===== src/rtl/dmem_pkg.sv =====
// Shared types and address decode for the wait-state data-memory stage.
package dmem_pkg;

  typedef enum logic {
    ST_IDLE = 1'b0,
    ST_WAIT = 1'b1
  } state_t;

  typedef struct packed {
    logic        valid;
    logic [31:0] index;
  } dmem_decode_t;

  function automatic int unsigned word_bytes(input int unsigned data_w);
    return data_w / 8;
  endfunction

  // Borrow, range and alignment checks on the byte offset from the array base.
  function automatic dmem_decode_t decode_addr(input logic [31:0] addr,
                                               input logic [31:0] base,
                                               input int unsigned depth,
                                               input int unsigned wbytes);
    logic [32:0]  off;
    dmem_decode_t dec;
    off       = {1'b0, addr} - {1'b0, base};
    dec.valid = ~off[32]
                && (off[31:0] < 32'(depth * wbytes))
                && ((off[31:0] % 32'(wbytes)) == 32'd0);
    dec.index = off[31:0] / 32'(wbytes);
    return dec;
  endfunction

endpackage


===== src/rtl/dmem_array.sv =====
// Word-addressed storage: synchronous write, asynchronous read, no reset.
module dmem_array #(
  parameter int unsigned DATA_W = 32,
  parameter int unsigned DEPTH  = 64,
  localparam int unsigned AW    = $clog2(DEPTH)
) (
  input  logic              clk,
  input  logic              i_we,
  input  logic [AW-1:0]     i_addr,
  input  logic [DATA_W-1:0] i_wdata,
  output logic [DATA_W-1:0] o_rdata
);

  logic [DATA_W-1:0] r_mem [DEPTH];

  always_ff @(posedge clk) begin
    if (i_we) r_mem[i_addr] <= i_wdata;
  end

  assign o_rdata = r_mem[i_addr];

endmodule


===== src/rtl/dmem_wait_stage.sv =====
// MEM-slot data memory with configurable wait states and a ready/freeze
// handshake; flags out-of-range and misaligned accesses on completion.
module dmem_wait_stage
  import dmem_pkg::*;
#(
  parameter int unsigned DATA_W      = 32,
  parameter int unsigned DEPTH       = 64,
  parameter int unsigned BASE_ADDR   = 1024,
  parameter int unsigned WAIT_CYCLES = 2
) (
  input  logic              clk,
  input  logic              rst,
  input  logic              MEM_R_EN,
  input  logic              MEM_W_EN,
  input  logic [31:0]       ALU_Res,
  input  logic [DATA_W-1:0] Val_Rm,
  output logic [DATA_W-1:0] MEM_result,
  output logic              ready,
  output logic              addr_err
);

  localparam int unsigned AW = $clog2(DEPTH);
  localparam int unsigned WB = word_bytes(DATA_W);
  localparam int unsigned CW = (WAIT_CYCLES > 0) ? $clog2(WAIT_CYCLES + 1) : 1;

  state_t            r_state;
  logic [CW-1:0]     r_wait_cnt;
  dmem_decode_t      w_dec;
  logic              w_valid;
  logic              w_req;
  logic              w_last;
  logic              w_done;
  logic              w_we;
  logic [AW-1:0]     w_index;
  logic [DATA_W-1:0] w_rdata;

  // Upper index bits are zero whenever the range check passes; kept as a guard.
  assign w_dec   = decode_addr(ALU_Res, 32'(BASE_ADDR), DEPTH, WB);
  assign w_valid = w_dec.valid && ((w_dec.index >> AW) == 32'd0);
  assign w_index = w_dec.index[AW-1:0];

  assign w_req  = MEM_R_EN | MEM_W_EN;
  assign w_last = (WAIT_CYCLES == 0)
                  || ((r_state == ST_WAIT) && (r_wait_cnt == CW'(WAIT_CYCLES)));
  // A reset in the would-be completion cycle aborts the access outright.
  assign w_done = w_req && w_last && !rst;

  always_ff @(posedge clk) begin
    if (rst) begin
      r_state    <= ST_IDLE;
      r_wait_cnt <= '0;
    end else begin
      case (r_state)
        ST_IDLE: begin
          if (w_req && (WAIT_CYCLES > 0)) begin
            r_state    <= ST_WAIT;
            r_wait_cnt <= CW'(1);
          end
        end
        ST_WAIT: begin
          if (!w_req || w_done) begin
            r_state    <= ST_IDLE;
            r_wait_cnt <= '0;
          end else begin
            r_wait_cnt <= r_wait_cnt + CW'(1);
          end
        end
        default: begin
          r_state    <= ST_IDLE;
          r_wait_cnt <= '0;
        end
      endcase
    end
  end

  assign w_we = w_done && MEM_W_EN && w_valid;

  dmem_array #(
    .DATA_W (DATA_W),
    .DEPTH  (DEPTH)
  ) u_array (
    .clk     (clk),
    .i_we    (w_we),
    .i_addr  (w_index),
    .i_wdata (Val_Rm),
    .o_rdata (w_rdata)
  );

  assign MEM_result = (w_done && MEM_R_EN && !MEM_W_EN && w_valid) ? w_rdata : '0;
  assign ready      = !w_req || w_done;
  assign addr_err   = w_done && !w_valid;

endmodule


===== config.mk =====
export PLATFORM = sky130hd
export DESIGN_NAME = dmem_wait_stage
export DESIGN_NICKNAME = d
export VERILOG_FILES = /design/src/rtl/dmem_pkg.sv /design/src/rtl/dmem_array.sv /design/src/rtl/dmem_wait_stage.sv
export SDC_FILE = /design/constraint.sdc
export NUM_CORES = 2
export LEC_CHECK = 0
export ABC_AREA = 0
export CORE_MARGIN = 5
export CORE_UTILIZATION = 35
export CTS_CLUSTER_SIZE = 8
export DETAILED_ROUTE_END_ITERATION = 8
export HOLD_SLACK_MARGIN = 0.06
export MAX_ROUTING_LAYER = met4
export PLACE_DENSITY = 0.55
export SLEW_MARGIN = 5
export SYNTH_ARGS = -nofsm -noshare
export SYNTH_HDL_FRONTEND = slang
export SYNTH_SLANG_ARGS = --single-unit

===== constraint.sdc =====
create_clock -name clk -period 6.4 [get_ports clk]
set_input_delay 1.92 -clock clk [delete_from_list [all_inputs] [get_ports clk]]
set_output_delay 1.92 -clock clk [all_outputs]
set_load 0.02 [all_outputs]

==> key figures <==
Status
  • Status: finished, violations left
  • Violated checks: setup timing

Yosys
  • Syn avg cell area: 19.1 um2
  • Synth cell types: 73
  • Synthesized net count: 4,187
  • Ys async rst share: 0%
  • Seq cells post-synth: 2,051
  • Area of the mapped netlist: 78,600 um2
  • Sequential-to-total area share from yosys stat: 78.3%
  • Most used flip-flop cell after synthesis: edfxtp_1
  • Post-synth EDFFs: 2,048
  • Synth warn: 0
  • Gate Count Post-Synth: 4,118

Finish
  • Utilization after layout: 43.5%
  • Commonest non-fill, non-tap cell in the layout: edfxtp_1
  • Fraction of layout cells with a size suffix above 1: 30.8%
  • Final Non-Filler Cells: 7,936
  • Most frequent cells in the layout: edfxtp_1, buf_4, clkbuf_16
  • P&R area growth vs syn: 24.2%
  • Nets: 4,973

Global routing
  • Overflow after GRT: 0
  • Initial antenna violation count: 16
  • Largest net degree at the start of global routing: 65
  • Gr usage total: 25.7%
  • Global-route wire length before repair: 405,000 um
  • Vias in the first global route: 47,276

Floorplanning
  • Die Span X: 484 um
  • Starting density of the core: 35.1%
  • DIE AREA: 234,000 um2
  • Ports: 102
  • Chip height: 484 um
  • Core area: 224,000 um2
  • Num rows: 174

Place
  • Placed cell count: 7,571
  • GP Congestion: 0.877
  • Post-DP HPWL: 184,000 um
  • IO buf count: 101

Route
  • DR iter-0 viols: 7,974
  • DRC: 0
  • Metal3 WL: 33,700 um
  • Mean number of vias per cell: 6.14
  • Remaining antenna violation count: 0
  • DRT Pass-1 Iters: 8
  • Max Used Layer: met4
  • Final WL: 301,000 um
  • DR WL/cell: 37.9 um
  • Via Count: 48,765
  • Metal-1 WL: 117,000 um
  • DR WL met2: 136,000 um

Timing
  • Final setup vio count: 31
  • Slew Limit Fails: 0
  • Final worst-path cycle share: 105%
  • Slack of the critical path: -334 ps
  • Fmax: 0.148 GHz
  • Rel. slew slack: 11.4%
  • Count of final hold-check violations: 0
  • Worst Skew: 59.7 ps
  • Post-layout minimum cycle time: 6730 ps
  • RSZ-0062 raised after global routing: true
  • Least-Margin Pin Slew: 1330 ps
  • Hold slack: 497 ps

Critical path
  • Levels on crit path: 14
  • Delay-heaviest family, CP: buffers and inverters
  • Critical-path top delay cell: or4_4
  • Worst Reg-to-Reg Cells: 8
  • Critical path buffer and inverter count: 9
  • Peak fanout along the critical path: 5
  • Nature of the critical path endpoint: primary output
  • Setup CP Type: in2out
  • Max stage delay on crit path: 540 ps
  • Most used cell, CP: buf_12
  • WP data required: 4480 ps
  • Crit start category: input port
  • Worst EP arrival: 4810 ps
  • CP cell instances: buf_6, or4_4, buf_6, or3_4, buf_6, a211oi_2, buf_4, o2111ai_4, buf_12, buf_12, buf_12, a2111oi_4, buf_4, buf_12

Power and ir drop
  • Total power draw: 30,500 uW
  • Worst IR Drop VDD: 0.296 mV
  • PwrDens: 313 nW/um2
  • LEAKAGE: 0.0318 uW

Min path
  • Hold path depth: 2
  • Worst min path class: reg2reg

Clocking
  • Reg clk slew, reported paths: 50 ps
  • Longest Clk Path Bufs: 4
  • Sink Count: 2,051
  • Worst-Skew Late Latency: 930 ps
  • CTS tree: yes
  • Clock Tree Root: clkbuf_16
  • H-tree levels: 5
  • Total CTS buffers: 307
  • # hold bufs at CTS: 0

Run
  • Max-Cap Viols: 0
[per-layer routing]
metal	vias up	track usage (%)
met3	658	5.86
met5	-	-
met1	25827	34.0
met4	0	10.6
li1	18837	-
met2	3443	38.4
[path summary, 6_finish.rpt]
kind | startpoint | end | slack, ps
hold / removal | r_wait_cnt[0] | r_wait_cnt[0] | 500
hold reg to reg | r_wait_cnt[0] | r_wait_cnt[0] | 500
setup reg to reg | r_wait_cnt[0] | u_array.r_mem[37][15] | 3320
setup / recovery | ALU_Res[15] | MEM_result[9] | -330
[flip-flops by register name (all words and copies together), names as in the netlist]
signal / flops
r_state: 1
r_wait_cnt: 2
u_array.r_mem: 2048
[per-stage QoR]
stage	instance area [um2]	setup TNS (ps)	worst slack (ps)
after floorplan	78600	-192100	-119
after global placement	88900	-25850	-971
after detailed placement	88900	-25120	-957
after CTS	97500	-6190	-319
after global routing	97600	-7940	-360
final	97600	-6550	-334
[worst reg2reg max path: cells and delay by family (launching register included)]
kind,cells,cell delay [ps]
flops,1,300
buf+inv,3,1080
simple gates,4,1060
fa+ha+maj,1,190
[repair_timing]
action                                  in CTS  in global routing
setup buffers                               13                  6
hold endpoints to repair                     0                  0
gates resized for setup                    118                 18
pin swaps                                   33                  7
endpoints found under the setup margin      33                 32
gates cloned                                 2                  0
[synth_stat cells (all sizes together) (16+ instances only)]
cell,n,area share [%]
edfxtp,2048,78
o221ai,169,1.9
nor4,24,0.29
a2bb2oi,16,0.18
mux2i,204,2.6
buf,166,1.0
nor2,89,0.42
mux2,150,2.1
nand2,117,0.56
clkbuf,115,0.55
a21oi,101,0.64
o21ai,101,0.64
a221oi,27,0.30
mux4,177,5.1
a211oi,16,0.15
a222oi,28,0.36
a22oi,46,0.44
a221o,21,0.27
o22ai,276,2.2
nor3,72,0.46
[cell type report]
type | instances | area (um2)
clock inverters | 7 | 61.3
inverters | 6 | 33.8
fillers | 19365 | 127000
clock buffers | 332 | 7930
diodes | 10 | 25.0
flip-flops and latches | 2051 | 61600
well taps | 2992 | 3740
repair buffers | 758 | 7590
multi-input cells | 1780 | 16700
[power by group]
part           leakage [uW]  total [uW]  switching, uW  internal (uW)
sequential           0.0184       14800          0.795          14800
clock               0.00391       14000           5390           8580
combinational       0.00942        1740           1110            629
total                0.0318       30500           6500          24000
[cell families after synthesis]
kind of cell | synth area share, %
DFF | 78.3
AOI/OAI and AO/OA | 7.83
muxes | 9.82
and+or+nand+nor | 2.40
buffers and inverters | 1.62
xor gates and xnor gates | 0.0111
adders and majority gates | 0.0159
Note: power is estimated with default switching activity, not from simulation.
